--- config.mk ---
export PLATFORM = sky130hd
export DESIGN_NAME = clk_ratio_meter_flat
export DESIGN_NICKNAME = d
export VERILOG_FILES = /design/src/rtl/clk_ratio_meter_if.sv /design/src/rtl/clk_ratio_meter.sv /design/src/flat_wrapper.sv
export SDC_FILE = /design/constraint.sdc
export NUM_CORES = 1
export LEC_CHECK = 0
export BUFFER_PORTS_ARGS = -buffer_cell sky130_fd_sc_hd__buf_2
export CORE_MARGIN = 2
export CORE_UTILIZATION = 30
export DETAILED_ROUTE_END_ITERATION = 8
export GPL_TIMING_DRIVEN = 0
export MAX_ROUTING_LAYER = met4
export PLACE_DENSITY = 0.47
export SYNTH_ARGS = -nofsm -noshare
export SYNTH_HDL_FRONTEND = slang
export SYNTH_SLANG_ARGS = --single-unit
--- constraint.sdc ---
create_clock -name clk -period 2.7 [get_ports clk]
set_clock_uncertainty 0.15 [all_clocks]
set_input_delay 0.405 -clock clk [delete_from_list [all_inputs] [get_ports clk]]
set_output_delay 0.405 -clock clk [all_outputs]
set_load 0.05 [all_outputs]
--- src/rtl/clk_ratio_meter_if.sv ---
// Measurement-side bundle of clk_ratio_meter: the clock under test, enable, and the result outputs.
interface clk_ratio_meter_if #(
    parameter int unsigned CNT_W = 16
);
    logic             clk_in;
    logic             en;
    logic [CNT_W-1:0] period;
    logic [CNT_W-1:0] high_time;
    logic             meas_valid;
    logic             ratio_ok;
    logic             locked;
    logic             timeout_err;

    modport master (
        output clk_in, en,
        input  period, high_time, meas_valid, ratio_ok, locked, timeout_err
    );

    modport slave (
        input  clk_in, en,
        output period, high_time, meas_valid, ratio_ok, locked, timeout_err
    );
endinterface

--- src/rtl/clk_ratio_meter.sv ---
// Measures period and high time of a slow divided clock in clk cycles, checks the ratio,
// declares lock after a run of equal periods and flags loss of the clock by timeout.
module clk_ratio_meter #(
    parameter int unsigned CNT_W    = 16,
    parameter int unsigned EXP_N    = 4,
    parameter int unsigned TOL      = 0,
    parameter int unsigned LOCK_CNT = 4,
    parameter int unsigned TIMEOUT  = 1024
) (
    input logic              clk,
    input logic              rst,
    clk_ratio_meter_if.slave bus
);

    localparam int unsigned DIFF_W  = CNT_W + 1;
    localparam int unsigned MATCH_W = (LOCK_CNT < 1) ? 1 : $clog2(LOCK_CNT + 1);

    localparam logic [CNT_W-1:0]   CNT_MAX   = '1;
    localparam logic [CNT_W-1:0]   TIMEOUT_C = CNT_W'(TIMEOUT);
    localparam logic [MATCH_W-1:0] LOCK_C    = MATCH_W'(LOCK_CNT);

    typedef enum logic [1:0] {
        IDLE    = 2'd0,
        ARM     = 2'd1,
        MEASURE = 2'd2,
        LOCKED  = 2'd3
    } state_t;

    state_t state_q, state_d;

    logic s1, s2, s3;
    logic rise_c, fall_c;

    logic [CNT_W-1:0]   per_cnt_q, per_cnt_d;
    logic [CNT_W-1:0]   hi_cnt_q, hi_cnt_d;
    logic [MATCH_W-1:0] match_q, match_d;
    logic               first_q, first_d;
    logic [CNT_W-1:0]   period_q, period_d;
    logic [CNT_W-1:0]   high_q, high_d;
    logic               valid_q, valid_d;
    logic               ok_q, ok_d;
    logic               locked_q, locked_d;
    logic               tout_q, tout_d;

    logic [CNT_W-1:0]   per_inc_c, hi_inc_c;
    logic [MATCH_W-1:0] match_inc_c;
    logic signed [DIFF_W-1:0] diff_c, mag_c;
    logic               in_tol_c;

    // Two-flop synchronizer plus history flop for edge detection
    always_ff @(posedge clk) begin
        if (rst) begin
            s1 <= 1'b0;
            s2 <= 1'b0;
            s3 <= 1'b0;
        end else begin
            s1 <= bus.clk_in;
            s2 <= s1;
            s3 <= s2;
        end
    end

    assign rise_c = s2 & ~s3;
    assign fall_c = ~s2 & s3;

    always_ff @(posedge clk) begin
        if (rst) state_q <= IDLE;
        else     state_q <= state_d;
    end

    always_comb begin
        per_inc_c   = (per_cnt_q == CNT_MAX) ? per_cnt_q : per_cnt_q + CNT_W'(1);
        hi_inc_c    = (hi_cnt_q == CNT_MAX) ? hi_cnt_q : hi_cnt_q + CNT_W'(1);
        match_inc_c = (match_q >= LOCK_C) ? match_q : match_q + MATCH_W'(1);
        diff_c      = $signed({1'b0, per_cnt_q}) - $signed(DIFF_W'(EXP_N));
        mag_c       = diff_c[DIFF_W-1] ? -diff_c : diff_c;
        in_tol_c    = (mag_c <= $signed(DIFF_W'(TOL)));
    end

    // Next-state and next-register logic; en=0 overrides every state
    always_comb begin
        state_d   = state_q;
        per_cnt_d = per_cnt_q;
        hi_cnt_d  = hi_cnt_q;
        match_d   = match_q;
        first_d   = first_q;
        period_d  = period_q;
        high_d    = high_q;
        valid_d   = 1'b0;
        ok_d      = ok_q;
        locked_d  = locked_q;
        tout_d    = tout_q;

        if (!bus.en) begin
            state_d   = IDLE;
            per_cnt_d = '0;
            hi_cnt_d  = '0;
            match_d   = '0;
            first_d   = 1'b0;
            locked_d  = 1'b0;
            tout_d    = 1'b0;
        end else begin
            unique case (state_q)
                IDLE: begin
                    per_cnt_d = '0;
                    hi_cnt_d  = '0;
                    match_d   = '0;
                    state_d   = ARM;
                end
                ARM: begin
                    if (rise_c) begin
                        per_cnt_d = CNT_W'(1);
                        hi_cnt_d  = CNT_W'(1);
                        first_d   = 1'b1;
                        state_d   = MEASURE;
                    end else if (per_cnt_q == TIMEOUT_C) begin
                        per_cnt_d = '0;
                        hi_cnt_d  = '0;
                        match_d   = '0;
                        locked_d  = 1'b0;
                        tout_d    = 1'b1;
                    end else begin
                        per_cnt_d = per_inc_c;
                    end
                end
                MEASURE, LOCKED: begin
                    if (rise_c) begin
                        per_cnt_d = CNT_W'(1);
                        hi_cnt_d  = CNT_W'(1);
                        period_d  = per_cnt_q;
                        valid_d   = 1'b1;
                        ok_d      = in_tol_c;
                        first_d   = 1'b0;
                        if (first_q) begin
                            match_d = '0;
                        end else if (per_cnt_q == period_q) begin
                            match_d = match_inc_c;
                            if (match_inc_c >= LOCK_C) begin
                                state_d  = LOCKED;
                                locked_d = 1'b1;
                            end
                        end else begin
                            match_d  = '0;
                            locked_d = 1'b0;
                            state_d  = MEASURE;
                        end
                    end else if (per_cnt_q == TIMEOUT_C) begin
                        per_cnt_d = '0;
                        hi_cnt_d  = '0;
                        match_d   = '0;
                        first_d   = 1'b0;
                        locked_d  = 1'b0;
                        tout_d    = 1'b1;
                        state_d   = ARM;
                    end else begin
                        per_cnt_d = per_inc_c;
                        if (s2)     hi_cnt_d = hi_inc_c;
                        if (fall_c) high_d   = hi_cnt_q;
                    end
                end
                default: state_d = IDLE;
            endcase
        end
    end

    always_ff @(posedge clk) begin
        if (rst) begin
            per_cnt_q <= '0;
            hi_cnt_q  <= '0;
            match_q   <= '0;
            first_q   <= 1'b0;
            period_q  <= '0;
            high_q    <= '0;
            valid_q   <= 1'b0;
            ok_q      <= 1'b0;
            locked_q  <= 1'b0;
            tout_q    <= 1'b0;
        end else begin
            per_cnt_q <= per_cnt_d;
            hi_cnt_q  <= hi_cnt_d;
            match_q   <= match_d;
            first_q   <= first_d;
            period_q  <= period_d;
            high_q    <= high_d;
            valid_q   <= valid_d;
            ok_q      <= ok_d;
            locked_q  <= locked_d;
            tout_q    <= tout_d;
        end
    end

    assign bus.period      = period_q;
    assign bus.high_time   = high_q;
    assign bus.meas_valid  = valid_q;
    assign bus.ratio_ok    = ok_q;
    assign bus.locked      = locked_q;
    assign bus.timeout_err = tout_q;

endmodule

--- src/flat_wrapper.sv ---
// flat-port wrapper written by rule: the top's interface ports become plain ports
module clk_ratio_meter_flat 
#(
    parameter int unsigned CNT_W    = 16,
    parameter int unsigned EXP_N    = 4,
    parameter int unsigned TOL      = 0,
    parameter int unsigned LOCK_CNT = 4,
    parameter int unsigned TIMEOUT  = 1024
)
  (clk, rst, bus_clk_in, bus_en, bus_period, bus_high_time, bus_meas_valid, bus_ratio_ok, bus_locked, bus_timeout_err);
  clk_ratio_meter_if #(.CNT_W(CNT_W)) bus_i ();
  input logic clk;
  input logic rst;
  input wire logic [$bits(bus_i.clk_in)-1:0] bus_clk_in;
  input wire logic [$bits(bus_i.en)-1:0] bus_en;
  output wire logic [$bits(bus_i.period)-1:0] bus_period;
  output wire logic [$bits(bus_i.high_time)-1:0] bus_high_time;
  output wire logic [$bits(bus_i.meas_valid)-1:0] bus_meas_valid;
  output wire logic [$bits(bus_i.ratio_ok)-1:0] bus_ratio_ok;
  output wire logic [$bits(bus_i.locked)-1:0] bus_locked;
  output wire logic [$bits(bus_i.timeout_err)-1:0] bus_timeout_err;
  assign bus_i.clk_in = bus_clk_in;
  assign bus_i.en = bus_en;
  assign bus_period = bus_i.period;
  assign bus_high_time = bus_i.high_time;
  assign bus_meas_valid = bus_i.meas_valid;
  assign bus_ratio_ok = bus_i.ratio_ok;
  assign bus_locked = bus_i.locked;
  assign bus_timeout_err = bus_i.timeout_err;
  clk_ratio_meter #(.CNT_W(CNT_W), .EXP_N(EXP_N), .TOL(TOL), .LOCK_CNT(LOCK_CNT), .TIMEOUT(TIMEOUT)) u_core (.clk(clk), .rst(rst), .bus(bus_i));
endmodule
# ---- Word level (Yosys, flattened, before mapping)
# Index checks and enable logic that the tools add are counted.
dict set report word_totals {
  register_bits 77
  input_bits 4
  out_inout_bits 36
}
dict set report op_classes {
  n_reduce_logical 13
  eq_ne 16
  n_bitwise 8
  order_cmp 3
  add_sub_neg 5
  muxes 38
}
# op n
set op_table {}
lappend op_table {{16-bit 2-to-1 mux} 9}
lappend op_table {{16-bit case mux with 3 select lines} 1}
lappend op_table {{16-bit by 1-bit adder with 16-bit output (second input constant)} 2}
lappend op_table {{16-bit equality test (second input constant)} 2}
lappend op_table {{16-bit case mux with 2 select lines} 1}
lappend op_table {{3-bit 2-to-1 mux} 6}
lappend op_table {{17-bit by 1-bit <= comparator with 1-bit output (second input constant)} 1}
lappend op_table {{17-bit 2-to-1 mux} 1}
lappend op_table {{17-bit negator} 1}
lappend op_table {{16-bit by 3-bit subtractor with 17-bit output (second input constant)} 1}
lappend op_table {{16-bit by 11-bit equality test with 1-bit output (second input constant)} 1}
lappend op_table {{16-bit equality test} 1}
lappend op_table {{2-bit 2-to-1 mux} 6}
lappend op_table {{3-bit AND reduction} 4}
lappend op_table {{1-bit 2-to-1 mux} 10}
lappend op_table {{3-bit case mux with 3 select lines} 1}
lappend op_table {{4-bit by 3-bit inequality test with 1-bit output (second input constant)} 2}
lappend op_table {{4-bit AND reduction} 2}
lappend op_table {{3-bit greater-or-equal comparator (second input constant)} 2}
lappend op_table {{3-bit by 1-bit inequality test with 1-bit output (second input constant)} 2}
lappend op_table {{1-bit inverter} 6}
lappend op_table {{2-bit case mux with 3 select lines} 1}
lappend op_table {{3-bit OR reduction} 2}
lappend op_table {{5-bit AND reduction} 1}
lappend op_table {{other kinds (13)} 17}

# ---- Logic depth before layout (Yosys ltp)
dict set report depth {
  depth_word 8
  depth_mapped 11
}

# ---- Least setup slack after synthesis
# Ideal clock, no wire load.
dict set report synth_timing {
  path_type {register to register}
  start {register u_core.per_cnt_q[5]}
  end {register u_core.per_cnt_q[15]}
  stages_incl_launch_ff 9
  setup_ns 0.070
  path_slack_ns -0.033
  t_arrival_ns 2.513
  required_time_ns 2.480
  path_buffers 2
  cell_sequence {dfxtp_1 > buf_6 > or3_4 > or4_4 > or3_4 > and3_4 > buf_6 > or4_1 > a21oi_1}
}
dict set report synth_via {
  elab_chain_cells 5
  elab_cells_between_ends 8
  cone_classes {add/sub (1); eq/ne (3); mux (4)}
}
# element line
set synth_rtl {}
lappend synth_rtl {{start: declaration} clk_ratio_meter.sv:34} ;# logic [CNT_W-1:0] per_cnt_q, per_cnt_d;
lappend synth_rtl {{start signal: assignment} clk_ratio_meter.sv:179} ;# per_cnt_q <= per_cnt_d;
lappend synth_rtl {{16-bit by 1-bit adder with 16-bit output} clk_ratio_meter.sv:72} ;# per_inc_c = (per_cnt_q == CNT_MAX) ? per_cnt_q : per_cnt_q + CNT_W'(1);
lappend synth_rtl {{16-bit 2-to-1 mux} clk_ratio_meter.sv:72}
lappend synth_rtl {{16-bit 2-to-1 mux} {clk_ratio_meter.sv:116, clk_ratio_meter.sv:147}}
lappend synth_rtl {{16-bit 2-to-1 mux} clk_ratio_meter.sv:127} ;# if (rise_c) begin
lappend synth_rtl {{16-bit case mux with 2 select lines} clk_ratio_meter.sv:103} ;# unique case (state_q)
# Parallel ways exist; a longest one is shown, timed or not. The select of a mux whose other input is x is not followed.
# A chain may end at the register's enable or synchronous reset.

# ---- Worst setup path in the final report
dict set report layout_timing {
  start {register u_core.per_cnt_q[5]}
  end {register u_core.per_cnt_q[5]}
}
# Same word-level chain as after synthesis.

==> impl_metrics.json <==
{
  "status": "complete, no violations",
  "worstSetupPathType": "reg -> reg",
  "antenna_found_initial": 0,
  "grt.total_usage_pct": 15.7,
  "nets": 531,
  "power_density_mw_per_mm2": 524,
  "cts_max_path_buffers": 2,
  "crit_cells": 7,
  "rows": 41,
  "synthDistinctLibCells": 51,
  "yosys.area.top_type": "dfxtp_1",
  "cp.buffers_inverters": 1,
  "synth.net_count": 488,
  "cp.arrival_ns": 2.75,
  "postLayoutCellArea_sq_mm": 0.00478,
  "ff2ff_path_depth": 7,
  "max_freq_mhz": 380,
  "clock-root-buffer": "clkbuf_16",
  "cp.required_ns": 2.81,
  "synth.area.top_cells": "dfxtp_1, xnor2_1, nand2_1, nor2_1, a21oi_1",
  "syn_inst": 475,
  "grt_pass1_wl_mm": 17.2,
  "fin_ws_ns": 0.0669,
  "vias": 3411,
  "vdd_drop_max_uv": 327,
  "async_flop_share_pct": 0,
  "hold_violations": 0,
  "numCtsBuffers": 9,
  "drc": 0,
  "routed_wl_mm": 10.1,
  "tritoncts": "done",
  "core_area_sq_mm": 0.0127,
  "cts_hold_buf": 0,
  "gr-total-overflow": 0,
  "synthFlopType": "dfxtp_1",
  "dpl_cell_area_sq_mm": 0.00432,
  "die-area_sq_mm": 0.0140,
  "clk_pin_slew_ns": 0.06,
  "path_max_fanout": 8,
  "leakage_nw": 1.78,
  "setup_viol_count_final": 0,
  "chipWidth_microns": 118,
  "max_stage_delay_ns": 0.47,
  "maxCapViolCount": 0,
  "worst_r2r_endpoint": "u_core.per_cnt_q[5]$_SDFFE_PP0P_",
  "ys_ff_latch": 77,
  "placement.io_buffers": 39,
  "wl_per_cell_microns": 14.6,
  "fin_crit_ns": 2.63,
  "drv_slew": 0,
  "slowest_stage": "or4_4",
  "nFillCells": 1351,
  "syn-cell-area_sq_mm": 0.00391,
  "cts.sinks": 77,
  "synth-edff-count": 0,
  "worstPathCellList": "buf_6 > or3_4 > or4_4 > or3_4 > and3_4 > or4_4 > a21oi_2",
  "cp-start-kind": "flip-flop",
  "htreeDepth": 3,
  "drt_iter0_drc": 221,
  "critPathTopFamily": "simple AND/OR/NAND/NOR gates",
  "ys_seq_area_share_pct": 39.4,
  "clk_latency_ns": 0.34,
  "place_ws_ns": -0.598,
  "ant_nets": 0,
  "hold_depth": 2,
  "die_y_microns": 118,
  "io_pins": 40,
  "dp_hpwl_mm": 7.49,
  "avgSynthCellArea_sq_um": 8.24,
  "fin_crit_sh_pct": 97.5,
  "grt_max_degree": 13,
  "min-delay-path-class": "in -> reg",
  "start_util_pct": 30.9,
  "r2r_start": "u_core.per_cnt_q[5]$_SDFFE_PP0P_",
  "crit_path_end_kind": "flip-flop",
  "tightest_slew_ns": 0.665,
  "whs_endpoint": "u_core.s1$_SDFF_PP0_",
  "tns_ns": 0,
  "viasPerCell": 4.91,
  "synth_top_area_share_pct": 39.4,
  "area_delta_synth_final_pct": 22.2,
  "ys_warn_count": 0,
  "grt_pass1_vias": 3336,
  "maxSlewHeadroom_pct": 55.5,
  "hp-start": "bus_clk_in",
  "r2r_setup_slack_ns": 0.07,
  "drive_gt1_share_pct": 20.1,
  "diodes": 0,
  "gp_congestion": 0.814,
  "drt_first_pass_iters": 4
}
cells in the final DEF, fill, tap and decap left out, types with 6 or more instances in the layout:
cell type | netlist | routed
buf_4 | 1 | 7
nand4_1 | 9 | 9
buf_2 | 1 | 39
dfxtp_1 | 77 | 73
inv_1 | 12 | 11
nand2_1 | 58 | 57
xnor2_1 | 39 | 39
and3_1 | 7 | 6
o21ai_0 | 6 | 6
nor2b_1 | 6 | 6
a21oi_1 | 36 | 35
clkbuf_16 | 0 | 9
nand3_1 | 19 | 18
nor2_1 | 55 | 54
ha_1 | 9 | 8
a31oi_1 | 8 | 7
or3_1 | 9 | 9
clkbuf_1 | 30 | 14
mux2i_1 | 18 | 18
nand2b_1 | 6 | 6
area by class of cell:
| cell class | instances | area (sq um) | share of cell area (%) |
|---|---|---|---|
| well taps | 172 | 215 | 4.50 |
| clock inverters | 4 | 72.6 | 1.52 |
| clock buffers | 11 | 243 | 5.08 |
| inverters | 12 | 45.0 | 0.942 |
| plain buffers | 23 | 115 | 2.41 |
| repair buffers | 44 | 233 | 4.87 |
| flip-flops and latches | 77 | 1550 | 32.3 |
| multi-input cells | 351 | 2310 | 48.4 |
registers in the layout, indices dropped and copies added (netlist names), 2 cells and up:
name	flops
u_core.per_cnt_q	16
u_core.bus.period	16
u_core.bus.high_time	16
u_core.match_q	3
u_core.state_q	2
u_core.hi_cnt_q	16
worst register-to-register path, stage by stage, from the launching register on:
cell     delay [ns]
dfxtp_2        0.31
buf_6          0.11
or3_4          0.39
or4_4          0.47
or3_4          0.40
and3_4         0.21
or4_4          0.42
a21oi_2        0.11
metrics by stage:
stage	total power [mW]	std cells	util, %	hold slack [ns]
3_3_place_gp	1.23	686	34.1	0.280
2_1_floorplan	1.21	475	-	0.264
5_1_grt	2.59	694	37.7	0.172
3_5_place_dp	1.23	686	34.1	0.282
4_1_cts	2.53	700	37.2	0.133
6_report	2.50	694	37.7	0.134
cell families after synthesis:
group,Yosys count,synth area share [%]
adders and majority gates,9,2.88
muxes,18,4.60
DFF,77,39.4
xor gates and xnor gates,40,8.95
AOI/OAI and AO/OA,87,14.6
buffers and inverters,47,5.02
and+or+nand+nor,197,24.6
synth_stat cells, types with 3 or more instances:
cell type  number
a2111oi_0       6
a211oi_1       10
a21oi_1        36
a311oi_1        4
a31oi_1         8
and3_1          7
clkbuf_1       30
dfxtp_1        77
ha_1            9
inv_1          12
mux2i_1        18
nand2_1        58
nand2b_1        6
nand3_1        19
nand3b_1        3
nand4_1         9
nor2_1         55
nor2b_1         6
nor3_1          3
nor3b_1         3
nor4_1          3
o21ai_0         6
o31ai_1         3
or3_1           9
or4_1           4
xnor2_1        39
power by group:
| part | internal (mW) | total [mW] | switching [mW] |
|---|---|---|---|
| logic | 0.0184 | 0.0612 | 0.0428 |
| registers | 1.14 | 1.15 | 0.00556 |
| clock network | 0.828 | 1.30 | 0.468 |
| total | 1.99 | 2.50 | 0.517 |
repair_timing:
| item | in CTS | in global routing |
|---|---|---|
| resized for setup | 22 | 30 |
| endpoints found under the setup margin | 51 | 41 |
| setup buffers | 4 | 1 |
| pin swaps | 8 | 2 |
worst max path at each step:
stage | startpoint | to
after floorplan | u_core.per_cnt_q[5]$_SDFFE_PP0P_ | u_core.per_cnt_q[15]$_SDFFE_PP0P_
after global placement | u_core.per_cnt_q[7]$_SDFFE_PP0P_ | u_core.per_cnt_q[7]$_SDFFE_PP0P_
after detailed placement | u_core.per_cnt_q[7]$_SDFFE_PP0P_ | u_core.hi_cnt_q[10]$_SDFFE_PP0P_
after CTS | u_core.per_cnt_q[5]$_SDFFE_PP0P_ | u_core.hi_cnt_q[14]$_SDFFE_PP0P_
after global routing | u_core.per_cnt_q[3]$_SDFFE_PP0P_ | u_core.per_cnt_q[6]$_SDFFE_PP0P_
final | u_core.per_cnt_q[5]$_SDFFE_PP0P_ | u_core.per_cnt_q[5]$_SDFFE_PP0P_
metal layers:
layer,vias up,share of wire (%),routed length [microns],GRT usage (%)
li1,1743,-,-,-
met3,11,4.1,419,3.72
met5,-,0,0,-
met1,1588,46,4650,19.2
met2,69,49,4930,26.6
met4,0,1.3,133,3.01
No activity file was read; power rests on OpenSTA's default activity.
